$ cat src/rtl/fetch_queue.sv
// rtl/fetch_queue.sv - credit-based instruction fetch unit with an in-order PC FIFO and an instruction queue
// Redirects flush the queue and drop the responses of requests issued before the redirect.
module fetch_queue #(
  parameter int unsigned DEPTH    = 4,
  parameter logic [31:0] RESET_PC = 32'h0
) (
  input  logic        clk,
  input  logic        reset,
  output logic        imem_req_valid,
  output logic [31:0] imem_req_addr,
  input  logic        imem_req_ready,
  input  logic        imem_resp_valid,
  input  logic [31:0] imem_resp_data,
  output logic        inst_valid,
  output logic [31:0] inst,
  output logic [31:0] inst_pc,
  input  logic        inst_ready,
  input  logic        redirect_valid,
  input  logic [31:0] redirect_pc,
  input  logic        halt,
  output logic [3:0]  queue_count
);

  localparam int unsigned AW = (DEPTH > 1) ? $clog2(DEPTH) : 1;
  localparam logic [AW-1:0] PTR_ONE = AW'(1);

  logic [31:0]   fetch_pc_q, fetch_pc_d;
  logic [3:0]    in_flight_q, in_flight_d;
  logic [3:0]    drop_q, drop_d;
  logic [3:0]    count_q, count_d;
  logic [AW-1:0] head_q, head_d, tail_q, tail_d;
  logic [AW-1:0] pf_rd_q, pf_rd_d, pf_wr_q, pf_wr_d;
  logic [31:0]   qdata_q [DEPTH];
  logic [31:0]   qdata_d [DEPTH];
  logic [31:0]   qpc_q   [DEPTH];
  logic [31:0]   qpc_d   [DEPTH];
  logic [31:0]   pf_q    [DEPTH];
  logic [31:0]   pf_d    [DEPTH];

  logic [4:0] credit_used;
  logic       accept;
  logic       push;
  logic       pop;
  logic       unused_redirect_lsbs;

  assign unused_redirect_lsbs = ^redirect_pc[1:0];

  assign imem_req_addr = fetch_pc_q;
  assign inst_valid    = (count_q != 4'd0);
  assign inst          = qdata_q[head_q];
  assign inst_pc       = qpc_q[head_q];
  assign queue_count   = count_q;

  always_comb begin
    // Every queued entry plus every outstanding request holds a credit, so a response always finds room.
    credit_used    = {1'b0, count_q} + {1'b0, in_flight_q};
    imem_req_valid = !reset && !halt && !redirect_valid && (credit_used < 5'(DEPTH));
    accept         = imem_req_valid && imem_req_ready;
    push           = imem_resp_valid && !redirect_valid && (drop_q == 4'd0);
    pop            = inst_valid && inst_ready && !redirect_valid;

    fetch_pc_d  = fetch_pc_q;
    drop_d      = drop_q;
    head_d      = head_q;
    tail_d      = tail_q;
    pf_rd_d     = pf_rd_q;
    pf_wr_d     = pf_wr_q;
    qdata_d     = qdata_q;
    qpc_d       = qpc_q;
    pf_d        = pf_q;
    in_flight_d = in_flight_q + 4'(accept) - 4'(imem_resp_valid);
    count_d     = count_q + 4'(push) - 4'(pop);

    if (accept) begin
      pf_d[pf_wr_q] = fetch_pc_q;
      pf_wr_d       = pf_wr_q + PTR_ONE;
      fetch_pc_d    = fetch_pc_q + 32'd4;
    end

    // Every response retires its PC FIFO slot, whether it is kept or dropped.
    if (imem_resp_valid) begin
      pf_rd_d = pf_rd_q + PTR_ONE;
      if (!redirect_valid && drop_q != 4'd0) begin
        drop_d = drop_q - 4'd1;
      end
    end

    if (push) begin
      qdata_d[tail_q] = imem_resp_data;
      qpc_d[tail_q]   = pf_q[pf_rd_q];
      tail_d          = tail_q + PTR_ONE;
    end

    if (pop) begin
      head_d = head_q + PTR_ONE;
    end

    if (redirect_valid) begin
      fetch_pc_d = {redirect_pc[31:2], 2'b00};
      head_d     = '0;
      tail_d     = '0;
      count_d    = 4'd0;
      drop_d     = in_flight_d;
    end
  end

  always_ff @(posedge clk or posedge reset) begin
    if (reset) begin
      fetch_pc_q  <= RESET_PC;
      in_flight_q <= 4'd0;
      drop_q      <= 4'd0;
      count_q     <= 4'd0;
      head_q      <= '0;
      tail_q      <= '0;
      pf_rd_q     <= '0;
      pf_wr_q     <= '0;
      qdata_q     <= '{default: '0};
      qpc_q       <= '{default: '0};
      pf_q        <= '{default: '0};
    end else begin
      fetch_pc_q  <= fetch_pc_d;
      in_flight_q <= in_flight_d;
      drop_q      <= drop_d;
      count_q     <= count_d;
      head_q      <= head_d;
      tail_q      <= tail_d;
      pf_rd_q     <= pf_rd_d;
      pf_wr_q     <= pf_wr_d;
      qdata_q     <= qdata_d;
      qpc_q       <= qpc_d;
      pf_q        <= pf_d;
    end
  end

endmodule

$ cat config.mk
export PLATFORM = sky130hd
export DESIGN_NAME = fetch_queue
export DESIGN_NICKNAME = d
export VERILOG_FILES = /design/src/rtl/fetch_queue.sv
export SDC_FILE = /design/constraint.sdc
export NUM_CORES = 1
export LEC_CHECK = 0
export ABC_AREA = 0
export ABC_CLOCK_PERIOD_IN_PS = 13500
export CAP_MARGIN = 25
export CORE_MARGIN = 5
export CORE_UTILIZATION = 54
export CTS_BUF_LIST = sky130_fd_sc_hd__clkbuf_8
export DETAILED_ROUTE_END_ITERATION = 12
export PLACE_DENSITY = 0.86
export SLEW_MARGIN = 25
export SYNTH_ARGS = -nofsm -noshare
export SYNTH_HDL_FRONTEND = slang
export SYNTH_SLANG_ARGS = --single-unit
$ cat constraint.sdc
create_clock -name clk -period 13.5 [get_ports clk]
set_input_delay 2.025 -clock clk [delete_from_list [all_inputs] [get_ports clk]]
set_output_delay 2.025 -clock clk [all_outputs]
set_load 0.005 [all_outputs]
# ---- Word-level counts from Yosys, hierarchy flattened
# Cells that the tools add are included.
dict set report word_totals {
  regBits 436
  input_bits 71
  out_inout_bits 102
}
dict set report classes {
  addsub 11
  order_cmp 7
  n_mux 26
  bitwise_logic 4
  n_reduce_logical 23
}
# op n
set ops {}
lappend ops {{$bwmux 128} 3}
lappend ops {{$mux 32} 10}
lappend ops {{$bmux 32 s2} 3}
lappend ops {{$demux 32 s2} 2}
lappend ops {{$add 32x3->32 const B} 1}
lappend ops {{$mux 4} 4}
lappend ops {{$ge 3x3->1 const B} 4}
lappend ops {{$not 2->3} 4}
lappend ops {{$logic_and 1x1->1} 11}
lappend ops {{$reduce_bool 2->1} 5}
lappend ops {{$add 2x1->2 const B} 4}
lappend ops {{$add 4x1->4} 2}
lappend ops {{$mux 2} 4}
lappend ops {{$reduce_bool 4->1} 2}
lappend ops {{$sub 4x1->4} 2}
lappend ops {{$lt 3x1->1 const B} 2}
lappend ops {{$add 4x4->5} 1}
lappend ops {{$lt 5x3->1 const B} 1}
lappend ops {{$logic_not 4->1} 1}
lappend ops {{$sub 4x1->4 const B} 1}
lappend ops {{$logic_not 1->1} 3}
lappend ops {{$reduce_and 2->1} 1}

# ---- Longest topological paths before layout
dict set report logic_depth {
  ltp_word 8
  depth_mapped 14
}

# ---- Least setup slack after synthesis
# OpenSTA, ideal clock, no wires.
dict set report synth_timing {
  path_type {input to output}
  from {in redirect_valid}
  to {out imem_req_valid}
  arrival_time_ns 2.780
  slack_ns 8.695
  stages 2
  path_cell_list {or4_4 -> nor3_1}
}
dict set report synth_via {
  elab_chain_cells 3
}
# item line_no
set synth_rtl {}
lappend synth_rtl {{start: declaration} 18} ;# input logic redirect_valid,
lappend synth_rtl {{$logic_not 1->1} 57} ;# imem_req_valid = !reset && !halt && !redirect_valid && (credit_used < 5'(DEPTH));
lappend synth_rtl {{$logic_and 1x1->1 (2 in series)} 57}
lappend synth_rtl {{end: declaration} 9} ;# output logic imem_req_valid,
# No other way between the ends.

# ---- Final worst setup path
# Same ends and word-level chain as after synthesis.

==> out/qor.csv <==
metric;value;unit
status;finished, final reports clean;
syn_area_per_cell;14.99;um2
count leader, synth;dfrtp_1;
vias in the first global route;12340;
Clk pwr share;0.297;
Max Clk Rate;0.1737;GHz
routed len/inst;21.23;um
final hold slack;479.2;ps
Final #Nets;1517;
Hold Crit Class;flip-flop to flip-flop;
DRC Markers;0;
Final Critical Period;5757;ps
layout cell share with drive strength beyond 1;0.3906;
io pins;173;
crit path capture type;primary output;
Synth Register Bits;418;
Async SR Flop Fraction;1.000;
Area Overhead vs Synth;18.47;%
switching pwr;1.057;mW
Pre-Repair DR Iteration Count;5;
global-route wire length before repair;66780;um
setup TNS;0;ps
core area;34370;um2
Finished Cell Area;22180;um2
CTS buffer count;71;
switching portion of total power;0.2864;
Critical Path Source Type;primary input;
Worst Skew;28.80;ps
Synth top cells by count;dfrtp_1, mux2_2, mux4_2, nand2_1, clkbuf_1;
final hold violations;0;
largest net degree at the start of global routing;192;
routed wire length;40800;um
DRT iter0 DRCs;577;
routed vias;11360;
gp weighted congestion;0.8110;
clock latency on the worst-skew pair;620;ps
Max Transition Viols Final;0;
WP data required;11480;ps
# rows;68;
H-tree Lvls;3;
CP Max Fanout;51;
RSZ-0062 raised after global routing;no;
WP data arrival;3730;ps
remaining antenna violation count after routing;0;
Relative slew margins;0.3022;
vias per cell;5.912;
hold_buf cts;0;
Synth area leader;dfrtp_1;
DP HPWL;24910;um
Leakage;10.50;nW
Worst IR Drop VDD;0.1388;mV
clock sink total;418;
clk buf depth;3;
initial core utilization;0.5446;
Synth cell types;46;
Internal;2.634;mW
synthesized cell area;18720;um2
CTS tree;yes;
Area after DPL;20750;um2
critical path class;primary input to primary output;
grt ovf;0;
initial antenna violation count;0;
sequential area share after synthesis;0.5587;
DIE WIDTH;196.2;um
clock slew at reported path FFs;60;ps
post-route non-filler standard cell count;1922;
Tightest Pin Transition;1047;ps
largest cells by area after synthesis;dfrtp_1, mux2_2, mux4_2;
Die Ht;196.2;um
warnings from Yosys;0;
IO buf count;166;
Gate power share;0.261;
share of the synthesized area in the top cell type;0.5587;
total power;3.690;mW
Final setup viols;0;
pwr dens;166.4;nW/um2
max_cap viols;0;
Root Buffer;clkbuf_8;
number of synthesized flops with an enable pin;0;
Primary FF master, synth;dfrtp_1;
GRT Util Overall;0.2170;
diode count;0;
Final Cycle Share;0.4264;
DIE AREA;38490;um2
post-CTS setup buffer count;0;
part of the power in registers;0.443;
PostCTS Resize Cnt;0;
Cells after DPL;1802;
cell count after synthesis;1249;
## critical path, stage by stage
cell and delay [ps]:
buf_2 90, buf_4 290, or4_4 610, nor3_1 180
clkdlybuf4s50_1 530
## worst paths after layout
| kind | start | end | slack, ps | depth (start not counted) |
|---|---|---|---|---|
| worst max-delay path | redirect_valid | imem_req_valid | 7740 | 5 |
| worst min-delay path | pf_q[62] | pf_q[62] | 480 | 2 |
| worst max register to register | queue_count[2] | drop_q[2] | 9790 | 13 |
| worst min register to register | pf_q[62] | pf_q[62] | 480 | 2 |
| max in group asynchronous | reset | qpc_q[4] | 9930 | 5 |
| min in group asynchronous | reset | in_flight_q[0] | 1870 | 3 |
## layer usage
| layer | wire length [um] | track usage | vias up |
|---|---|---|---|
| met4 | 972 | 0.07034 | 0 |
| met5 | 0 | 0 | - |
| met2 | 20320 | 0.3524 | 369 |
| li1 | - | - | 4953 |
| met1 | 17100 | 0.2922 | 5949 |
| met3 | 2414 | 0.05255 | 91 |
## registers in the layout, summed over array words and instances (netlist names)
| name | count |
|---|---|
| drop_q | 4 |
| head_q | 2 |
| imem_req_addr | 30 |
| in_flight_q | 4 |
| pf_q | 120 |
| pf_rd_q | 2 |
| pf_wr_q | 2 |
| qdata_q | 128 |
| qpc_q | 120 |
| queue_count | 4 |
| tail_q | 2 |
## layout make-up
type	instances	area, um2
clock buffers	85	1170
well taps	455	569.3
flip-flops and latches	418	10470
fillers	2471	12190
clock inverters	34	195.2
repair buffers	179	1794
inverters	27	105.1
multi-input cells	724	7879
## placed cells by master, fill, tap and decap left out, types with 3 or more instances in the layout
master           Yosys  final
clkdlybuf4s50_1      0    165
nand2_8              0      3
clkbuf_8             0     85
conb_1               1      4
mux2i_1              3      3
a21oi_1              9      9
inv_8                0      3
xor2_1               7      7
clkinv_2             0      5
xnor2_1             12     12
a22oi_1              4      4
nand2_2              4      4
or3_1                4      4
nand4_1             11     11
a31oi_1              3      3
or4_1                5      5
nor3_1               5      5
ha_1                23     23
o21ai_0             37     37
mux4_2              92     92
o211ai_1            12     12
dfrtp_1            418    415
o311ai_0             8      8
a21o_1               3      3
nand3_1             16     16
nor2_1              24     24
clkinvlp_4           0      3
buf_4                4      9
nand2_1             60     56
and3_1               4      4
inv_1               26     47
mux2_2             352    352
## power by group through the flow
stage                     Sequential [mW]  Clock (mW)  Combinational (mW)
after detailed placement             1.65           0               0.973
after CTS                            1.63        1.12               0.979
final                                1.63        1.10               0.962
after floorplan                      1.57           0               0.658
after global placement               1.64           0               0.933
after global routing                 1.66        1.18                1.04
## kinds of logic after synthesis
logic type / Yosys count / synth area share
multiplexers: 447 / 0.3240
XOR/XNOR: 19 / 0.008889
adder cells (fa/ha/maj): 25 / 0.01751
AO/OA/AOI/OAI: 81 / 0.02714
flip-flops: 418 / 0.5587
AND/OR/NAND/NOR: 148 / 0.03950
buffers and inverters: 110 / 0.02399
other: 1 / 0.0002003
## per-stage QoR
step                      setup slack [ps]    util
after CTS                             7734  0.6435
after global routing                  7675  0.6452
after global placement                7734  0.6035
final                                 7743  0.6452
after floorplan                       5837       -
after detailed placement              7745  0.6037
No activity file was read; power rests on OpenSTA's default activity.
